<file path="src/rtl/display_controller.sv">
// Display/keypad-entry controller: picks the display source and collects a BCD hh:mm entry.
// Optional ENTRY_VALIDATE_EN: only commit entries that are a valid 24 h time.
module display_controller #(
  parameter int unsigned TIMEOUT_S = 10
) (
  input  logic        clk,
  input  logic        reset_n,
  input  logic        tick_1hz,
  input  logic        show_alarm,
  input  logic        key_valid,
  input  logic [3:0]  key_value,
  output logic [1:0]  selector,
  output logic [15:0] keypad_time,
  output logic        load_time,
  output logic        load_alarm,
  output logic        entry_active
);

  typedef enum logic [1:0] {StIdle = 2'd0, StAlarm = 2'd1, StEntry = 2'd2} state_e;

  localparam logic [7:0] TimeoutCnt = 8'(TIMEOUT_S);

  state_e      state_q, state_d;
  logic [7:0]  cnt_q, cnt_d, cnt_inc;
  logic [15:0] keypad_d;
  logic        load_time_d, load_alarm_d;
  logic        is_digit, is_set_time, is_set_alarm, is_cancel, commit_ok;

  assign is_digit     = key_valid && (key_value <= 4'd9);
  assign is_set_time  = key_valid && (key_value == 4'hA);
  assign is_set_alarm = key_valid && (key_value == 4'hB);
  assign is_cancel    = key_valid && (key_value == 4'hC);
  assign cnt_inc      = cnt_q + 8'd1;

`ifdef ENTRY_VALIDATE_EN
  function automatic logic valid_time(input logic [15:0] t);
    logic digits_ok, hour_ok, min_ok;
    digits_ok = (t[15:12] <= 4'd9) && (t[11:8] <= 4'd9) && (t[7:4] <= 4'd9) && (t[3:0] <= 4'd9);
    hour_ok   = (t[15:12] <= 4'd1) || ((t[15:12] == 4'd2) && (t[11:8] <= 4'd3));
    min_ok    = (t[7:4] <= 4'd5);
    return digits_ok && hour_ok && min_ok;
  endfunction
  assign commit_ok = valid_time(keypad_time);
`else
  assign commit_ok = 1'b1;
`endif

  always_comb begin
    state_d      = state_q;
    keypad_d     = keypad_time;
    cnt_d        = cnt_q;
    load_time_d  = 1'b0;
    load_alarm_d = 1'b0;
    case (state_q)
      StIdle, StAlarm: begin
        // Clearing here also empties the buffer the cycle after a commit pulse.
        keypad_d = 16'h0000;
        cnt_d    = 8'd0;
        if (is_digit) begin
          state_d  = StEntry;
          keypad_d = {12'h000, key_value};
        end else begin
          state_d = show_alarm ? StAlarm : StIdle;
        end
      end
      StEntry: begin
        if (is_digit) begin
          keypad_d = {keypad_time[11:0], key_value};
          cnt_d    = 8'd0;
        end else if (is_set_time || is_set_alarm) begin
          cnt_d = 8'd0;
          if (commit_ok) begin
            state_d      = StIdle;
            load_time_d  = is_set_time;
            load_alarm_d = is_set_alarm;
          end
        end else if (is_cancel) begin
          state_d  = StIdle;
          keypad_d = 16'h0000;
          cnt_d    = 8'd0;
        end else if (tick_1hz) begin
          if (cnt_inc >= TimeoutCnt) begin
            state_d  = StIdle;
            keypad_d = 16'h0000;
            cnt_d    = 8'd0;
          end else begin
            cnt_d = cnt_inc;
          end
        end
      end
      default: begin
        state_d  = StIdle;
        keypad_d = 16'h0000;
        cnt_d    = 8'd0;
      end
    endcase
  end

  always_ff @(posedge clk or negedge reset_n) begin
    if (!reset_n) begin
      state_q      <= StIdle;
      cnt_q        <= 8'd0;
      selector     <= 2'd0;
      keypad_time  <= 16'h0000;
      load_time    <= 1'b0;
      load_alarm   <= 1'b0;
      entry_active <= 1'b0;
    end else begin
      state_q      <= state_d;
      cnt_q        <= cnt_d;
      selector     <= state_d;
      keypad_time  <= keypad_d;
      load_time    <= load_time_d;
      load_alarm   <= load_alarm_d;
      entry_active <= (state_d == StEntry);
    end
  end

endmodule

</file>
<file path="config.mk">
export PLATFORM = sky130hd
export DESIGN_NAME = display_controller
export DESIGN_NICKNAME = d
export VERILOG_FILES = /design/src/rtl/display_controller.sv
export SDC_FILE = /design/constraint.sdc
export NUM_CORES = 1
export LEC_CHECK = 0
export BUFFER_PORTS_ARGS = -buffer_cell sky130_fd_sc_hd__buf_4
export CAP_MARGIN = 30
export CORE_UTILIZATION = 25
export DETAILED_ROUTE_END_ITERATION = 10
export PLACE_DENSITY = 0.41
export SETUP_SLACK_MARGIN = 0.2
export SYNTH_ARGS = -nofsm -noshare
export SYNTH_HDL_FRONTEND = slang
export SYNTH_SLANG_ARGS = --single-unit
</file>
<file path="constraint.sdc">
create_clock -name clk -period 4.5 [get_ports clk]
set_clock_uncertainty 0.1 [all_clocks]
set_input_delay 0.225 -clock clk [delete_from_list [all_inputs] [get_ports clk]]
set_output_delay 0.225 -clock clk [all_outputs]
set_load 0.02 [all_outputs]
</file>
# Yosys cells after proc, flatten, opt, wreduce, memory -nomap -nowiden
# Cells that the tools add are included.
# totals
register_bits	29
latch_bits	0
mem_bits_rw	0
mem_bits_ro	0
input_bits	9
out_inout_bits	21
elab_cells	54
n_memories	0
# classes
addsub	1
multipliers	0
n_div	0
order_cmp	2
eq_ne	10
n_shift	0
n_mux	27
n_bitwise	0
n_reduce_logical	8
# ops
operator	n
2-to-1 mux 16 bit	5
2-to-1 mux 8 bit	6
case mux 16 bit (2 select lines)	1
equality test 4 bit (second input constant)	3
2-to-1 mux 2 bit	6
adder 8 x 1 -> 8 bit (second input constant)	1
>= comparator 8 x 4 -> 1 bit (second input constant)	1
!= test 4 bit (second input constant)	2
2-to-1 mux 1 bit	7
!= test 5 bit (second input constant)	1
equality test 2 bit (second input constant)	2
less-or-equal comparator 4 bit (second input constant)	1
logical AND 1 bit	4
2-to-1 mux 4 bit	1
case mux 2 bit (2 select lines)	1
!= test 3 bit (second input constant)	1
AND reduction 3 bit	1
equality test 2 x 1 -> 1 bit (second input constant)	1
logical NOT 2 bit	1
OR reduction 2 bit	1
logical OR 1 bit	1

# Longest topological paths before layout
# Gate-level depths: netlist (run 1).
# logic_depth
word_depth	9
mapped_depth	8
depth_no_buf	7

# Worst setup path before layout (run 1)
# No wires, ideal clock.
# synth_timing
path_kind	flip-flop to flip-flop
start	reg cnt_q[0]
end	reg keypad_time[3]
setup_time_ps	120
arrival_time_ps	1733
required_ps	4280
slack_ps	2547
path_stages_with_launch	8
n_path_buf	1
synth_period_minus_slack_ps	1953
path_cell_list	dfrtp_1 > ha_1 > and4_4 > a22o_1 > a31oi_4 > o21ai_4 > buf_6 > a31o_1
# synth_between
elab_chain_cells	4
# synth_rtl
element	line	text
from (decl)	24	logic [7:0] cnt_q, cnt_d, cnt_inc;
from (signal assigned)	110	cnt_q <= cnt_d;
adder 8 x 1 -> 8 bit	33	assign cnt_inc = cnt_q + 8'd1;
>= comparator 8 x 4 -> 1 bit	82	if (cnt_inc >= TimeoutCnt) begin
!= test 4 bit (no source line)	-	
AND reduction 3 bit (no source line)	-	
to (signal assigned)	112	keypad_time <= keypad_d;
to (decl)	13	output logic [15:0] keypad_time,
# Every way passes these cells.
# A chain may end at the register's enable or synchronous reset.

# Final worst setup path (run 1)
# layout_timing
start	reg cnt_q[1]
end	reg keypad_time[15]
# The elaborated chain is that of the path after synthesis.

==> results of run 1 <==
[per-stage QoR]
stage	utilization	cell area (sq um)
CTS	0.3294	1962
global route	0.3294	1962
detailed placement	0.3053	1818
finish	0.3294	1962
floorplan	-	1550
global placement	0.3053	1818
[what timing repair did]
action                                  4_1_cts  5_1_grt
hold buffers                                  1        0
endpoints found under the setup margin        0        0
endpoints found under the hold margin        29        0
[power by group]
part / total [uW] / internal (uW) / switching, uW / leakage (uW)
clock network: 319 / 220 / 99.1 / 0.0000681
logic: 140 / 59.3 / 80.2 / 0.000449
registers: 300 / 280 / 20.5 / 0.000392
total: 759 / 559 / 200 / 0.000909
[cell type report]
cell class	instances	area, sq um
tap	75	93.84
sequential	29	725.7
inverter	1	3.754
timing repair buffer	31	235.2
clock inverter	3	65.06
multi-input combinational	98	769.5
fill	636	3994
clock buffer	5	68.82
[state kept, by name (all words and copies together), names as in the netlist]
register and cells:
keypad_time 16, cnt_q 8, entry_active 1, load_time 1, state_q 2, load_alarm 1
[placed cells by master, fill, tap and decap left out, drive strengths merged, types with 2 or more instances in the layout]
cell type and count:
a31o 16, buf 30, nor2b 3, a21boi 2, clkbuf 5, nand3 2
a21o 3, nor4b 3, xor2 3, ha 2, nor3 4, a22o 16
nor2 6, dfrtp 29, and2 6, mux2i 2, o21a 3, o21ai 3
bufinv 2, nand2 5, nand2b 2, a21oi 6
[cells in the mapped netlist (all sizes together)]
library cell  number  area [sq um]
a31oi              1         21.27
nand4              1         6.260
a32o               1         10.01
a21oi              6         45.05
dfrtp             29         725.7
mux2i              2         20.02
o21a               3         22.52
xor2               3         26.28
and4               1         11.26
inv                1         3.750
and3               1         6.260
nand4bb            1         11.26
nand2              5         18.77
buf                5         42.53
o211ai             1         7.510
nor2               6         22.52
nor3               4         20.02
a22o              16         140.1
a21boi             2         15.01
ha                 2         25.02
and3b              1         8.760
nand3              2         10.01
nand2b             2         12.51
or2                1         6.260
and2               6         37.54
nor2b              3         18.77
nor4b              3         41.29
nand3b             1         7.510
a31o              16         140.1
clkbuf             2         8.750
a21o               3         22.52
a2111oi            1         8.760
o21ai              3         26.27
[layer usage]
metal	part of all wire	track usage	wire, um
met2	0.50	0.2076	1770
met4	0.015	0.04286	54
met1	0.44	0.1397	1563
met5	0	0	0
met3	0.038	0.03820	133
[worst min-delay path by stage]
stage	startpoint	to	cells after the start	slack (ns)
2_1_floorplan	reset_n	cnt_q[0]$_DFFE_PN0P_	0	-0.17
5_1_grt	key_value[0]	load_time$_DFF_PN0_	2	0.05
4_1_cts	key_value[0]	load_time$_DFF_PN0_	2	0.05
3_3_place_gp	reset_n	entry_active$_DFF_PN0_	1	0.07
3_5_place_dp	reset_n	entry_active$_DFF_PN0_	1	0.08
6_report	key_value[0]	load_time$_DFF_PN0_	2	0.05
[logic make-up after synthesis]
kind of cell	count (synthesis)	share of synthesized area
compound gates	53	0.2962
xor+xnor	3	0.01695
fa+ha+maj	2	0.01614
buf+inv	8	0.03550
flops	29	0.4681
mux	2	0.01291
simple gates	38	0.1542
==> results.md, run 1 <==
* Reg-to-Reg Start: cnt_q[1]$_DFFE_PN0P_
* CP bufs+invs at 1
* Initial DRC Count at 43
* Max-cap viol count at 0
* Drt pass-1 iters at 4
* Status: complete, no violations
* Global-route wire length before repair at 5878 um
* Slowest cell on crit path: o21ai_4
* Width of the die at 80.75 um
* Post-DRT Antenna Nets at 0
* WP data required at 4.62 ns
* Pleak at 0.0009093 uW
* Final Net Count at 177
* H-tree depth at 2
* Slowest stage delay, CP at 0.47 ns
* Area delta synth->final at 26.55%
* Crit-path leading delay family: compound AO/OA/AOI/OAI gates
* Fin. Hold Viols at 0
* CP max FO at 18
* DP Cell Count at 233
* Maximum buffer depth of the clock tree at 2
* Vias at 1213
* # rows at 28
* Routability Congestion at 0.7782
* Worst-Margin Slew at 0.9038 ns
* Initial antenna violation count at 0
* CP Capture Type: register
* Max Freq at between 400 and 500 MHz
* CP Class: reg -> reg
* Number of global-route vias before repair at 1247
* Dpl hpwl at 2407 um
* GRT overflow at 0
* Cell count along the critical path at 7
* Fin crit share at 0.4706
* Synth warn at 0
* CP endpoint: keypad_time[15]$_DFFE_PN0P_
* DR vias/cell at 5.012
* Core ar. at between 5000 and 6000 sq um
* IR Drop Worst-Case VDD at 0.2517 mV
* Register area share after synthesis at 0.4681
* Synth cell types at 42
* Tmin final at 2.118 ns
* Pwr Total at between 700 and 800 uW
* Reg-to-reg slack, setup at 2.38 ns
* Slew HR at 0.3949
* DIE AREA at approximately 6500 sq um
* Setup bufs post-CTS at 0
* Setup WS post-layout at between 2 and 2.5 ns
* RSZ-0062 raised after global routing: false
* CP Data Arrival Time at about 2.2 ns
* Clk pin slew, worst setup/hold paths at 0.07 ns
* Worst Setup Start Kind: register
* CTS Sinks at 29
* WL per Instance at 14.55 um
* Post-Synthesis Cell Area at 1550 sq um
* Pwr Density at 386.7 nW/um^2
* Synthesized instance count at 135
* Clk_lat worst skew at between 0.2 and 0.3 ns
* Post-route setup TNS at 0 ns
* Worst Hold Slack at approximately 0.052 ns
* Mapped Avg Cell Area at ~11 sq um
* Critical Path Source: cnt_q[1]$_DFFE_PN0P_
* Share of layout cells above drive strength 1 at 0.3054
* Die height at between 80 and 90 um
* Diode count at 0
* Largest net degree at the start of global routing at 30
* Crit path cell chain: inv_1 > ha_1 > nand4bb_1 > a21oi_2 > a21oi_4 > o21ai_4 > a31o_2
* Worst reg2reg path depth at 7
* Overall Global Routing Usage at 0.1203
* Post-cts resize count at 0
* Pre-CTS setup slack at approximately 2.4 ns
* Num CTS Buffers at 5
* Initial core utilization at 0.2603
* Routed WL at ~3500 um
* Net Count, Synth at between 100 and 150
* Final setup vio count at 0
* Port buffer count at 29
* Reg2reg end: keypad_time[15]$_DFFE_PN0P_
* Synth Register Bits at 29
* Non-Filler Instances at roughly 240
* Max Slew Vio Count at 0
* Cell chosen for the clock root: clkbuf_8
* Drc violations at 0
* Io pins at 30
* Tightest Hold Check Type: in -> reg
* CTS tree: done
Note: power is estimated with default switching activity, not from simulation.
==> inputs of run 2 (changes only) <==
- PLACE_DENSITY: 0.41 -> 0.43
- clock period: 4.5 -> 1.89 ns (I/O delays scaled with it)
==> run 2 against run 1 <==
Against the previous run:
- the flow now finishes with violations (setup timing)
- worst setup slack got worse by 2.5 ns
- sequential share of layout area decreased by 4.4 points
- cell count is 8.3% higher
- worst hold slack better by 0.026 ns
- clock power grew 110%
- critical path depth unchanged
- core utilization up 4.7 points
- maximum frequency up 7.7%
- flip-flop and latch count did not move
- non-clock buffer count increased by 20
- via count increased by 7.9%
- critical endpoint unchanged
- largest power group is now registers
==> results.md, run 2 (synthesis gave the netlist of run 1 again) <==
* Vias at 1309
* Violated checks: setup timing
* Commonest non-fill, non-tap cell in the layout: buf_4
* Final Net Count at 197
* H-tree depth at 2
* RSZ-0062 raised after global routing: true
* Drc violations at 0
* Port buffer count at 29
* Largest register FFs at 16
* Pwr Density at 792.8 nW/um^2
* Post-DRT Antenna Nets at 0
* Share of layout cells above drive strength 1 at 0.4385
* Diode count at 0
* Most frequent cells in the layout: buf_4, dfrtp_1, a22o_1, a31o_1
* Setup WS post-layout at -0.07682 ns
* Drt pass-1 iters at 4
* Filler cells at 612
* DR vias/cell at 4.996
* Slew HR at 0.4421
* WP data required at 1.96 ns
* WL per Instance at 15.08 um
* Top reg by flops: keypad_time
* Overall Global Routing Usage at 0.1341
* Initial DRC Count at 28
* Design area at about 2200 sq um
* CTS Sinks at 29
* Max Freq at 508.4 MHz
* Status: finished with violations
* Max-cap viol count at 0
* Routed WL at around 4000 um
* Initial core utilization at 0.2603
* Largest net degree at the start of global routing at 30
* Worst-Margin Slew at 0.8337 ns
* Die height at 80.75 um
* DP Cell Count at 242
* DIE AREA at roughly 6500 sq um
* Tmin final at 1.967 ns
* IR Drop Worst-Case VDD at ~0.52 mV
* Cell chosen for the clock root: clkbuf_8
* Pwr Total at 1776 uW
* Area of the multi-input gates at 848.3 sq um
* Maximum buffer depth of the clock tree at 2
* Clk pin slew, worst setup/hold paths at around 0.06 ns
* GRT overflow at 0
* Final setup vio count at 20
* Initial antenna violation count at 0
* Width of the die at 80.75 um
* # rows at 28
* Non-Filler Instances at 262
* Max Slew Vio Count at 0
* Worst Setup Start Kind: register
* Core ar. at around 6000 sq um
* Seq. cell area at 729.5 sq um
* CTS tree: done
* CP Capture Type: register
* CP Class: reg -> reg
* Number of global-route vias before repair at 1332
* Worst Hold Slack at 0.07763 ns
* Routability Congestion at between 0.7 and 0.8
* Area after DPL at 1911 sq um
* CP max FO at 9
* Area delta synth->final at 44.47%
* Post-route core utilization at 0.3761
* Fin crit share at 1.041
* Fin. Hold Viols at 0
* Io pins at 30
* Largest registers: keypad_time (16), cnt_q (8), state_q (2)
* Pleak at a little over 0.001 uW
* Dpl hpwl at 2537 um
* Clk_lat worst skew at 0.28 ns
* Num CTS Buffers at 5
* Tightest Hold Check Type: in -> reg
* Global-route wire length before repair at 6499 um
* CP Data Arrival Time at between 2 and 2.5 ns
run 2: cell count changes in the layout (fill, tap and decap cells not counted), moves of 2 or more:
cell           change
buf_6              +4
ha_1               -2
ha_4               +2
buf_12             +2
xor2_1             -2
nor4b_1            -2
buf_4             +11
dfrtp_1            -3
dfrtp_2            +3
xor2_2             +2
nor4b_2            +2
dlygate4sd3_1      +2
run 2: path summary, 6_finish.rpt:
| path | from | endpoint | slack [ns] | depth (start not counted) |
|---|---|---|---|---|
| setup / recovery | cnt_q[0]$_DFFE_PN0P_ | keypad_time[15]$_DFFE_PN0P_ | -0.08 | 7 |
| min in group asynchronous | reset_n | keypad_time[8]$_DFFE_PN0P_ | 0.18 | 2 |
| hold reg to reg | keypad_time[14]$_DFFE_PN0P_ | keypad_time[14]$_DFFE_PN0P_ | 0.44 | 1 |
| max in group asynchronous | reset_n | cnt_q[3]$_DFFE_PN0P_ | 1.21 | 2 |
| setup reg to reg | cnt_q[0]$_DFFE_PN0P_ | keypad_time[15]$_DFFE_PN0P_ | -0.08 | 7 |
| hold / removal | key_value[2] | load_time$_DFF_PN0_ | 0.08 | 3 |
run 2: layout make-up:
| cell class | instances | share of cell area |
|---|---|---|
| clock buffers | 7 | 0.03855 |
| well taps | 75 | 0.04190 |
| clock inverters | 1 | 0.01341 |
| inverters | 1 | 0.001676 |
| multi-input cells | 98 | 0.3788 |
| repair buffers | 51 | 0.2000 |
| flip-flops and latches | 29 | 0.3257 |
run 2: what timing repair did:
action | in CTS | in global routing
buffers inserted | 7 | 1
endpoints found under the setup margin | 22 | 22
gates resized for setup | 7 | 13
hold endpoints to repair | 32 | 0
pin swaps | 6 | 6
hold buffers | 3 | 0
cloned | 1 | 0
run 2: routing by layer:
layer  global-route usage  routed length [um]  vias to the layer above
li1                     -                   -                      618
met1               0.1578                1709                      662
met2               0.2331                2050                       21
met3              0.03820                 133                        8
met4              0.04643                  58                        0
met5                    0                   0                        -
run 2: worst max-delay path, stage by stage, from the launching register on:
cell     delay [ns]
dfrtp_2        0.46
ha_4           0.20
and4_4         0.19
a22o_1         0.20
a31oi_4        0.22
o21ai_4        0.11
buf_12         0.15
a31o_4         0.23
run 2: power by group:
part           internal [uW]  leakage [uW]  switching, uW
combinational            190      0.000582            206
sequential               667      0.000388           52.8
clock                    429     0.0000585            230
run 2: stage by stage:
stage	setup TNS [ns]	setup slack, ns
2_1_floorplan	0	0.01430
3_3_place_gp	-1.938	-0.1186
3_5_place_dp	-3.237	-0.1997
4_1_cts	-1.253	-0.08848
5_1_grt	-2.553	-0.1432
6_report	-1.269	-0.07682
